--- src/rtl/decoder_pipe.sv ---
// decoder_pipe: two-stage single-error-correcting syndrome decoder with
// valid/ready handshakes on both sides and saturating error counters.
//
// Ports:
//   clk, reset            rising-edge clock, asynchronous active-high reset
//   cx, in_valid,         received codeword (parity in [R-1:0], data above),
//   in_ready, correct_en  input handshake, correct (1) / detect-only (0)
//   d, out_valid,         decoded data and output handshake
//   out_ready
//   err_det, err_corr,    nonzero syndrome / single error corrected /
//   err_uncorr, err_pos   nonzero syndrome matching no column / fixed bit index
//   clear_cnt             synchronous clear of both counters
//   cnt_corr, cnt_uncorr  saturating counts of corrected / uncorrectable words
module decoder_pipe #(
  parameter int N = 19,
  parameter int K = 8,
  parameter logic [K*(N-K)-1:0] P_COLS = {11'h329, 11'h211, 11'h443, 11'h631,
                                          11'h5CF, 11'h4E2, 11'h335, 11'h5B4},
  parameter int CNT_W = 16
) (
  input  logic             clk,
  input  logic             reset,
  input  logic [N-1:0]     cx,
  input  logic             in_valid,
  output logic             in_ready,
  input  logic             correct_en,
  output logic [K-1:0]     d,
  output logic             out_valid,
  input  logic             out_ready,
  output logic             err_det,
  output logic             err_corr,
  output logic             err_uncorr,
  output logic [4:0]       err_pos,
  input  logic             clear_cnt,
  output logic [CNT_W-1:0] cnt_corr,
  output logic [CNT_W-1:0] cnt_uncorr
);

  localparam int R = N - K;
  localparam logic [R-1:0] ONE_R = {{(R-1){1'b0}}, 1'b1};
  localparam logic [N-1:0] ONE_N = {{(N-1){1'b0}}, 1'b1};

  // Column j of H = [I_R | P].
  function automatic logic [R-1:0] f_col(input int unsigned j);
    logic [K*R-1:0] w_p;
    w_p = P_COLS >> (R * (j - R));
    if (j < R) return ONE_R << j;
    return w_p[R-1:0];
  endfunction

  function automatic logic [R-1:0] f_syn(input logic [N-1:0] c);
    logic [R-1:0] w_s;
    w_s = '0;
    for (int unsigned j = 0; j < N; j++)
      if (c[j]) w_s = w_s ^ f_col(j);
    return w_s;
  endfunction

  // Stage 1
  logic           r_v1;
  logic           r_ce1;
  logic [N-1:0]   r_cx1;
  logic [R-1:0]   r_s1;
  // Stage 2 (output registers)
  logic           r_v2;
  logic [K-1:0]   r_d;
  logic           r_det;
  logic           r_corr;
  logic           r_unc;
  logic [4:0]     r_pos;
  logic [CNT_W-1:0] r_cnt_c;
  logic [CNT_W-1:0] r_cnt_u;

  logic           w_out_fire;
  logic           w_ld2;
  logic           w_in_fire;
  logic           w_hit;
  logic [4:0]     w_pos;
  logic           w_det;
  logic           w_corr;
  logic           w_unc;
  logic [N-1:0]   w_fixed;

  assign w_out_fire = r_v2 & out_ready;
  assign w_ld2      = r_v1 & (~r_v2 | out_ready);
  assign in_ready   = ~r_v1 | w_ld2;
  assign w_in_fire  = in_valid & in_ready;

  // The syndrome of the incoming word is captured together with it, so r_s1
  // is always the syndrome of r_cx1 and stage 2 only has to match it.
  always_ff @(posedge clk or posedge reset) begin
    if (reset) begin
      r_v1  <= 1'b0;
      r_ce1 <= 1'b0;
      r_cx1 <= '0;
      r_s1  <= '0;
    end else if (w_in_fire) begin
      r_v1  <= 1'b1;
      r_ce1 <= correct_en;
      r_cx1 <= cx;
      r_s1  <= f_syn(cx);
    end else if (w_ld2) begin
      r_v1  <= 1'b0;
    end
  end

  // Descending scan so that the lowest matching column is the one kept.
  always_comb begin
    w_hit = 1'b0;
    w_pos = '0;
    for (int unsigned j = N; j > 0; j--) begin
      if (r_s1 == f_col(j - 1)) begin
        w_hit = 1'b1;
        w_pos = 5'(j - 1);
      end
    end
  end

  assign w_det   = |r_s1;
  assign w_corr  = w_det & r_ce1 & w_hit;
  assign w_unc   = w_det & r_ce1 & ~w_hit;
  assign w_fixed = r_cx1 ^ (w_corr ? (ONE_N << w_pos) : '0);

  always_ff @(posedge clk or posedge reset) begin
    if (reset) begin
      r_v2   <= 1'b0;
      r_d    <= '0;
      r_det  <= 1'b0;
      r_corr <= 1'b0;
      r_unc  <= 1'b0;
      r_pos  <= '0;
    end else if (w_ld2) begin
      r_v2   <= 1'b1;
      r_d    <= w_fixed[N-1:R];
      r_det  <= w_det;
      r_corr <= w_corr;
      r_unc  <= w_unc;
      r_pos  <= w_corr ? w_pos : '0;
    end else if (w_out_fire) begin
      r_v2   <= 1'b0;
    end
  end

  always_ff @(posedge clk or posedge reset) begin
    if (reset) begin
      r_cnt_c <= '0;
      r_cnt_u <= '0;
    end else if (clear_cnt) begin
      r_cnt_c <= '0;
      r_cnt_u <= '0;
    end else begin
      if (w_out_fire && r_corr && !(&r_cnt_c)) r_cnt_c <= r_cnt_c + CNT_W'(1);
      if (w_out_fire && r_unc && !(&r_cnt_u))  r_cnt_u <= r_cnt_u + CNT_W'(1);
    end
  end

  assign out_valid  = r_v2;
  assign d          = r_d;
  assign err_det    = r_det;
  assign err_corr   = r_corr;
  assign err_uncorr = r_unc;
  assign err_pos    = r_pos;
  assign cnt_corr   = r_cnt_c;
  assign cnt_uncorr = r_cnt_u;

endmodule

--- config.mk ---
export PLATFORM = sky130hd
export DESIGN_NAME = decoder_pipe
export DESIGN_NICKNAME = d
export VERILOG_FILES = /design/src/rtl/decoder_pipe.sv
export SDC_FILE = /design/constraint.sdc
export NUM_CORES = 1
export LEC_CHECK = 0
export CORE_ASPECT_RATIO = 0.9
export CORE_MARGIN = 5
export CORE_UTILIZATION = 48
export DETAILED_ROUTE_END_ITERATION = 8
export HOLD_SLACK_MARGIN = 0.02
export PLACE_DENSITY = 0.77
export SLEW_MARGIN = 5
export SYNTH_ARGS = -nofsm -noshare
export SYNTH_HDL_FRONTEND = slang
export SYNTH_SLANG_ARGS = --single-unit
export TNS_END_PERCENT = 5
--- constraint.sdc ---
create_clock -name clk -period 2.33 [get_ports clk]
set_input_delay 0.466 -clock clk [delete_from_list [all_inputs] [get_ports clk]]
set_output_delay 0.466 -clock clk [all_outputs]
set_load 0.05 [all_outputs]
# --- Word-level counts from Yosys, hierarchy flattened ---
# Cells that the tools add are included.
word_totals:
  ff_bits: 81
  input_bits: 25
  output_inout_bits: 50
  wordCells: 215
classes:
  addsub: 2
  n_eq_ne: 19
  n_shift: 1
  mux: 138
  bitwise: 30
  reduce_logical: 13
op_table:
  columns: ["cell", "n"]
  rows:
  - ["11-bit two-way mux", 55]
  - ["11-bit XOR", 10]
  - ["5-bit two-way mux", 21]
  - ["11-bit equality test, second input constant", 6]
  - ["16-bit two-way mux", 4]
  - ["1-bit two-way mux", 46]
  - ["11-bit by 10-bit equality test with 1-bit output, second input constant", 4]
  - ["10-bit two-way mux", 4]
  - ["16-bit by 1-bit adder with 16-bit output, second input constant", 2]
  - ["16-bit AND reduction", 2]
  - ["19-bit two-way mux", 1]
  - ["1-bit by 5-bit << shifter with 19-bit output, first input constant", 1]
  - ["19-bit XOR", 1]
  - ["5-bit NOT", 3]
  - ["6-bit NOT", 2]
  - ["11-bit by 1-bit equality test with 1-bit output, second input constant", 1]
  - ["11-bit by 2-bit equality test with 1-bit output, second input constant", 1]
  - ["11-bit by 3-bit equality test with 1-bit output, second input constant", 1]
  - ["11-bit by 4-bit equality test with 1-bit output, second input constant", 1]
  - ["11-bit by 5-bit equality test with 1-bit output, second input constant", 1]
  - ["11-bit by 6-bit equality test with 1-bit output, second input constant", 1]
  - ["11-bit by 7-bit equality test with 1-bit output, second input constant", 1]
  - ["11-bit by 8-bit equality test with 1-bit output, second input constant", 1]
  - ["11-bit by 9-bit equality test with 1-bit output, second input constant", 1]
  - ["other kinds (17)", 32]

# --- Depth between registers and ports, before layout ---
# Gate-level depths: netlist of run 1.
logic_depth:
  depth_word: 62
  ltp_mapped: 8
  ltp_nobuf: 7

# --- Least setup slack after synthesis of run 1 ---
# OpenSTA, ideal clock, no wires.
synth_timing:
  kind: "register -> register"
  startpoint: "register r_v2 (netlist: out_valid)"
  endpoint: "register r_ce1"
  setup_ns: 0.125
  arrival_time_ns: 2.241
  required_time_ns: 2.205
  setup_slack_ns: -0.035
  stages_incl_launch_ff: 5
  n_path_buf: 1
  synth_period_minus_slack_ns: 2.365
  cell_sequence: "dfrtp_1 nand3b_1 nand2_1 buf_1 mux2_2"
synth_between:
  elab_chain_cells: 5
synth_lines:
  columns: ["element", "line_no", "source"]
  rows:
  - ["start: declaration", "65", "logic r_v2;"]
  - ["start signal: assignment", "126", "r_v2 <= 1'b0;"]
  - ["start signal: assignment", "133", "r_v2 <= 1'b1;"]
  - ["start signal: assignment", "140", "r_v2 <= 1'b0;"]
  - ["1-bit NOT", "85", "assign w_ld2 = r_v1 & (~r_v2 | out_ready);"]
  - ["1-bit OR", "85", null]
  - ["1-bit bitwise AND", "85", null]
  - ["1-bit OR", "86", "assign in_ready = ~r_v1 | w_ld2;"]
  - ["named net in_ready", "25", "output logic in_ready,"]
  - ["1-bit bitwise AND", "87", "assign w_in_fire = in_valid & in_ready;"]
  - ["end signal: assignment", "99", "r_ce1 <= correct_en;"]
  - ["end: declaration", "61", "logic r_ce1;"]
# The timed path passes the listed nets, and every way through them passes these cells.
# A chain may end at the register's enable or synchronous reset.

# --- Final worst setup path of run 1 ---
layout_timing:
  startpoint: "register r_s1[0]"
  endpoint: "register r_d[6] (netlist: d[6])"
layout_between:
  elab_chain_cells: 23
  word_cells_on_any_way: 63
  cone_classes: "eq/ne (19); shift (1); mux (39); bitwise (3); reduce/logical (1)"
layout_lines:
  columns: ["element", "line_no", "source"]
  rows:
  - ["start: declaration", "63", "logic [R-1:0] r_s1;"]
  - ["start signal: assignment", "101", "r_s1 <= f_syn(cx);"]
  - ["11-bit by 10-bit equality test with 1-bit output", "112", "if (r_s1 == f_col(j - 1)) begin"]
  - ["5-bit two-way mux / 1-bit two-way mux (equally long branches) (19 in a row)", "112", null]
  - ["1-bit by 5-bit << shifter with 19-bit output / 1-bit bitwise AND (equally long branches)", "122, 120", null]
  - ["19-bit two-way mux *", "122", "assign w_fixed = r_cx1 ^ (w_corr ? (ONE_N << w_pos) : '0);"]
  - ["19-bit XOR *", "122", null]
  - ["end signal: assignment", "134", "r_d <= w_fixed[N-1:R];"]
  - ["end: declaration", "66", "logic [K-1:0] r_d;"]
# Every way passes the cells marked *; elsewhere a longest branch is shown, timed or not.

==> results of run 1 <==
==> routing by layer <==
| layer | vias up | part of all wire, % | GRT usage [%] |
|---|---|---|---|
| li1 | 1785 | - | - |
| met4 | 0 | 1.1 | 5.51 |
| met1 | 1774 | 48 | 30.0 |
| met3 | 10 | 4.8 | 3.19 |
| met2 | 94 | 46 | 32.1 |
| met5 | - | 0 | 0 |
==> critical path: cells and delay by family (launching register included) <==
family	cells	cell delay (ns)
flip-flops	1	0.44
AO/OA/AOI/OAI	1	0.17
AND/OR/NAND/NOR	5	1.65
==> through the flow <==
| stage | utilization (%) | setup TNS, ns | area (sq um) | total power, W |
|---|---|---|---|---|
| final | 66.8 | -0.0219 | 5650 | 0.00371 |
| after global routing | 66.8 | -0.315 | 5650 | 0.00391 |
| after CTS | 65.9 | -0.0000930 | 5570 | 0.00370 |
| after detailed placement | 63.0 | -0.139 | 5330 | 0.00266 |
| after global placement | 63.0 | -0.0255 | 5330 | 0.00264 |
| after floorplan | - | -0.0683 | 4080 | 0.00217 |
==> power groups by stage <==
stage	registers (W)	logic [W]	clock network (W)
2_1_floorplan	0.00158	0.000588	0
3_3_place_gp	0.00149	0.00115	0
3_5_place_dp	0.00150	0.00116	0
4_1_cts	0.00148	0.00119	0.00103
5_1_grt	0.00151	0.00131	0.00109
6_report	0.00149	0.00121	0.00101
==> cell families after synthesis <==
group,synth area share [%]
and+or+nand+nor,27.0
DFF,42.9
AOI/OAI and AO/OA,10.4
xor gates and xnor gates,12.7
buffers and inverters,3.46
muxes,2.97
adders and majority gates,0.613
==> sequential cells by signal, indices dropped and copies added, names as in the netlist <==
name,cells
out_valid,1
r_v1,1
cnt_corr,16
err_pos,5
err_det,1
r_s1,11
r_ce1,1
cnt_uncorr,16
err_corr,1
err_uncorr,1
d,8
r_cx1,8
==> layout make-up <==
| class | count | area, sq um | area share [%] |
|---|---|---|---|
| timing repair buffer | 130 | 1220 | 21.7 |
| clock inverter | 6 | 68.8 | 1.22 |
| tap | 119 | 149 | 2.64 |
| sequential | 70 | 1760 | 31.2 |
| inverter | 8 | 30.0 | 0.532 |
| clock buffer | 10 | 138 | 2.44 |
| multi-input combinational | 334 | 2280 | 40.3 |
==> cell usage after synthesis (3+ instances only) <==
library cell  instances
dfrtp_1              70
clkbuf_1             12
nor3_1               12
nand4_1              11
a31oi_1              16
xor2_1               38
a41oi_1               3
mux2_2                9
buf_4                 3
inv_1                 8
or2_2                 3
and2_1                7
and3_1                5
nand4b_1              3
buf_2                 4
nand2_1              39
nand3_1              19
nor2_1               46
nand2b_1              5
a21oi_1               4
xnor2_1              21
and4_1               10
o21bai_1              3
o21ai_0              23
nor2b_1               3
nor4_1                6
nor4b_1               3
or3_1                 3
==> worst max path at each step <==
stage / startpoint / end / slack, ns
finish: r_s1[0] / d[6] / -0.02
global route: r_s1[0] / d[6] / -0.07
CTS: r_s1[2] / d[4] / -0.00009
detailed placement: out_ready / cnt_uncorr[7] / -0.08
global placement: r_s1[10] / d[6] / -0.01
floorplan: out_valid / r_ce1 / -0.009
==> what timing repair did <==
item | in CTS | in global routing
setup endpoints to repair | 6 | 9
pin swaps | 1 | 2
hold buffers | 0 | 0
buffers inserted | 1 | 1
gates resized for setup | 10 | 16
hold endpoints to repair | 0 | 0
==> impl_metrics.toml, run 1 <==
[pwr]
intPower_w = 0.00243
switchingPower_w = 0.00128
p_clk_share_pct = 27.2
power_frac_comb_pct = 32.7
ir_drop_mv = 0.415
seqPwrFrac_pct = 40.1
power_switching_share_pct = 34.5
power.density_mw_per_mm2 = 657
power.leakage_nw = 2.40

[setup_path]
crit_fanout = 6
critPathCaptureType = "register"
crit_path_cell_trace = "or4b_4, or4_4, nand4_4, nor2_4, or4_1, a31oi_1"
startpoint_type = "register"
r2r_start = "r_s1[0]"
ff2ff_path_depth = 6
cp_slowest_cell = "or4b_4"
critPathArrivalTime_ns = 2.59
worstPathRequired_ns = 2.57
rrSetupSlack_ns = -0.02
crit_type = "register to register"
worst_path_largest_cell_delay_ns = 0.56
r2r-end = "d[6]"

[logic_synthesis]
async_flop_share_pct = 100
synth_edf_count = 0
synth_cell_types = 62
synth_ff_type = "dfrtp_1"
syn_area_per_cell_sq_um = 9.39
synth_top_area_share_pct = 42.9
yosys.area.top_type = "dfrtp_1"
syn_area_sq_mm = 0.00408
ys_seq_area_share_pct = 42.9
ys_warn_count = 0
synth_seq_cells = 70
yosys-top-cells-area = "dfrtp_1 43%, xor2_1 8.2%, xnor2_1 4.5%"
syn-num-nets = 462
synthCells = 435

[timing]
fmax_ghz = 0.425
hold_viol_final = 0
clock_skew_ns = 0.0131
slew_headroom_pct = 64.5
worst_slack_ns = -0.0219
final.period_utilization_pct = 101
post-route-min-period_ns = 2.35
rsz0062_at_grt = "true"
setup_viol = 1
slew_viol_final = 0
worst_slew_pin_slew_ns = 0.530
hold_ws_ns = 0.471

[cts]
clockBufferDepth = 2
htree_levels = 3
root_buffer = "clkbuf_8"
cts_tree = "yes"
clkTransAtPathRegs_ns = 0.08
clock_latency_ns = 0.34
cts-buffers-inserted = 9
clock_sinks = 70

[placed_design]
dp_hpwl_um = 8070
place_ws_ns = -0.0825
portBuffers = 74
finalWeightedCongestion = 0.864
dpl.cell_count = 659

[global_routing]
grtUsageTotal_pct = 20.7
overflow = 0
grt_max_degree = 33
antenna_found_initial = 0
grt_pass1_wl_um = 17500
grt_pass1_vias = 3554

[floorplan]
die_h_um = 97.5
io-pin-count = 75
die_w_um = 107
start_util_pct = 48.3
rows = 32
core_sq_mm = 0.00845
fp.dieArea_sq_mm = 0.0105

[route]
firstDrtPassIters = 6
drtIter0Drc = 153
vias = 3663
viasPerCell = 5.41
wl_um = 10500
wire_per_inst_um = 15.4
detail-route-antenna-nets = 0
drc = 0

[final_layout]
layout.nets = 580
area_growth_pct = 38.3
layout_common_cells = "73 x clkdlybuf4s50_1, 64 x dfrtp_1, 51 x buf_4"
instances_no_fill = 677
final_layout_size_suffix_gt1_share_pct = 20.8
diodes = 0
nFillCells = 682
final_common_cell = "clkdlybuf4s50_1"

[hold_path]
hp-class = "input port to asynchronous set/reset pin"

[status]
violations = "setup timing"
outcome = "finished, violations left"

[flow_run]
maxCapViolCount = 0
Note: power is estimated with default switching activity, not from simulation.
==> run 2, diff against run 1 <==
Settings changed: CORE_ASPECT_RATIO 0.9 to 1.4, CORE_UTILIZATION 48 to 54, PLACE_DENSITY 0.77 to 0.82.
Clock period 2.33 ns to 2.8 ns, I/O delays scaled along.
==> run 2 against run 1 <==
  * The flow now finishes without violations
  * Critical path type unchanged
  * Clock power fell by 15%
  * Power shrank 21%
  * Critical endpoint is now d[4]
  * Combinational power is 32% lower
  * Register-to-register slack better by 0.25 ns
  * Global-route usage rose by 1.3 points
==> impl_metrics.toml, run 2 (synthesized netlist as in run 1, its figures left out) <==
[setup_path]
worstPathRequired_ns = 3.07
crit_type = "register to register"
crit_fanout = 13
startpoint_type = "register"
ff2ff_path_depth = 6
r2r_start = "r_s1[10]"
critPathArrivalTime_ns = 2.85
critPathCaptureType = "register"
r2r-end = "d[4]"
rrSetupSlack_ns = 0.22

[status]
outcome = "finished, final reports clean"

[cts]
cts-buffers-inserted = 9
holdBufCountCts = 0
clock_sinks = 70
clock_latency_ns = 0.36
clkTransAtPathRegs_ns = 0.07
htree_levels = 3
clockBufferDepth = 2
root_buffer = "clkbuf_8"
cts_tree = "yes"

[floorplan]
io-pin-count = 75
core_sq_mm = 0.00736
fp.dieArea_sq_mm = 0.00942
rows = 37
die_w_um = 83.5
start_util_pct = 55.5
die_h_um = 113

[timing]
rsz0062_at_grt = "false"
post-route-min-period_ns = 2.58
clock_skew_ns = 0.00942
tns_ns = 0
slew_headroom_pct = 46.9
worst_slack_ns = 0.224
fmax_ghz = 0.388
setup_viol = 0
worst_slew_pin_slew_ns = 0.789
hold_viol_final = 0
final.period_utilization_pct = 92.0
slew_viol_final = 0

[flow_run]
maxCapViolCount = 0

[route]
drtIter0Drc = 205
vias = 3645
viasPerCell = 5.92
drc = 0
wl_um = 10300
firstDrtPassIters = 5
detail-route-antenna-nets = 0
wire_per_inst_um = 16.6

[final_layout]
layout_common_cells = "73 x clkdlybuf4s50_1, 70 x dfrtp_1, 46 x nor2_1"
nFillCells = 557
final_common_cell = "clkdlybuf4s50_1"
regArea_sq_mm = 0.00175
layout.nets = 541
diodes = 0
final_layout_size_suffix_gt1_share_pct = 11.4
multiInputGateArea_sq_mm = 0.00220
area_growth_pct = 27.4
design_area_sq_mm = 0.00520

[placed_design]
portBuffers = 74
finalWeightedCongestion = 0.957
place_ws_ns = 0.129
post_dp_cell_area_sq_mm = 0.00498
dp_hpwl_um = 7670

[hold_path]
hold_end = "err_pos[3]"
hold_path_depth = 2
holdCritStartpoint = "err_pos[3]"
hp-class = "register to register"

[global_routing]
grt_pass1_vias = 3515
grtUsageTotal_pct = 22.0
top_usage_layer = "met2"
overflow = 0
met2_usage_pct = 39.3
grt_max_degree = 71
grtUsageMet1_pct = 24.5
met3_usage_pct = 5.90
antenna_found_initial = 0
grt_pass1_wl_um = 16800

[pwr]
power.density_mw_per_mm2 = 564
power.leakage_nw = 2.18
power_w = 0.00293
ir_drop_mv = 0.388
==> run 2: worst max-delay path, stage by stage, from the launching register on <==
cell and delay, ns:
dfrtp_1 0.59, or4b_1 0.51, a211oi_1 0.37, o31a_1 0.31
o21ai_0 0.18, or3_1 0.34, a31oi_1 0.19
==> run 2: cell type report <==
class	count	share of cell area (%)
Clock buffer	11	2.91
Inverter	8	0.577
Clock inverter	5	1.08
Sequential cell	70	33.7
Timing Repair Buffer	91	17.1
Tap cell	97	2.33
Multi-Input combinational cell	334	42.3
==> run 2: where the power goes <==
| part | switching [W] | leakage [nW] | internal, W |
|---|---|---|---|
| Combinational | 0.000477 | 1.17 | 0.000344 |
| Sequential | 0.000145 | 0.903 | 0.00111 |
| Clock | 0.000399 | 0.106 | 0.000460 |
==> run 2: per-layer routing <==
metal	routed length, um	vias to the layer above	part of all wire (%)
met3	740	25	7.2
li1	-	1713	-
met2	5370	156	52
met1	3890	1751	38
met4	257	0	2.5
met5	0	-	0
==> run 2: how the worst max path moves through the flow <==
stage	from	endpoint	slack, ns	cells after the start
2_1_floorplan	out_valid	r_ce1	0.43	4
3_3_place_gp	r_s1[6]	d[6]	0.20	6
3_5_place_dp	r_s1[6]	d[6]	0.13	6
4_1_cts	r_s1[6]	d[6]	0.12	6
5_1_grt	r_s1[6]	d[6]	0.05	6
6_report	r_s1[10]	d[4]	0.22	6
==> run 2: what timing repair did <==
item	in CTS	in global routing
resized for setup	0	2
buffers inserted	0	0
endpoints found under the setup margin	0	1
endpoints found under the hold margin	0	0
==> run 2: metrics by stage <==
step / util, % / hold slack, ns / cells
detailed placement: 67.7 / 0.473 / 600
CTS: 70.5 / 0.490 / 616
floorplan: - / 0.471 / 435
global route: 70.7 / 0.512 / 616
finish: 70.7 / 0.480 / 616
global placement: 67.7 / 0.458 / 600
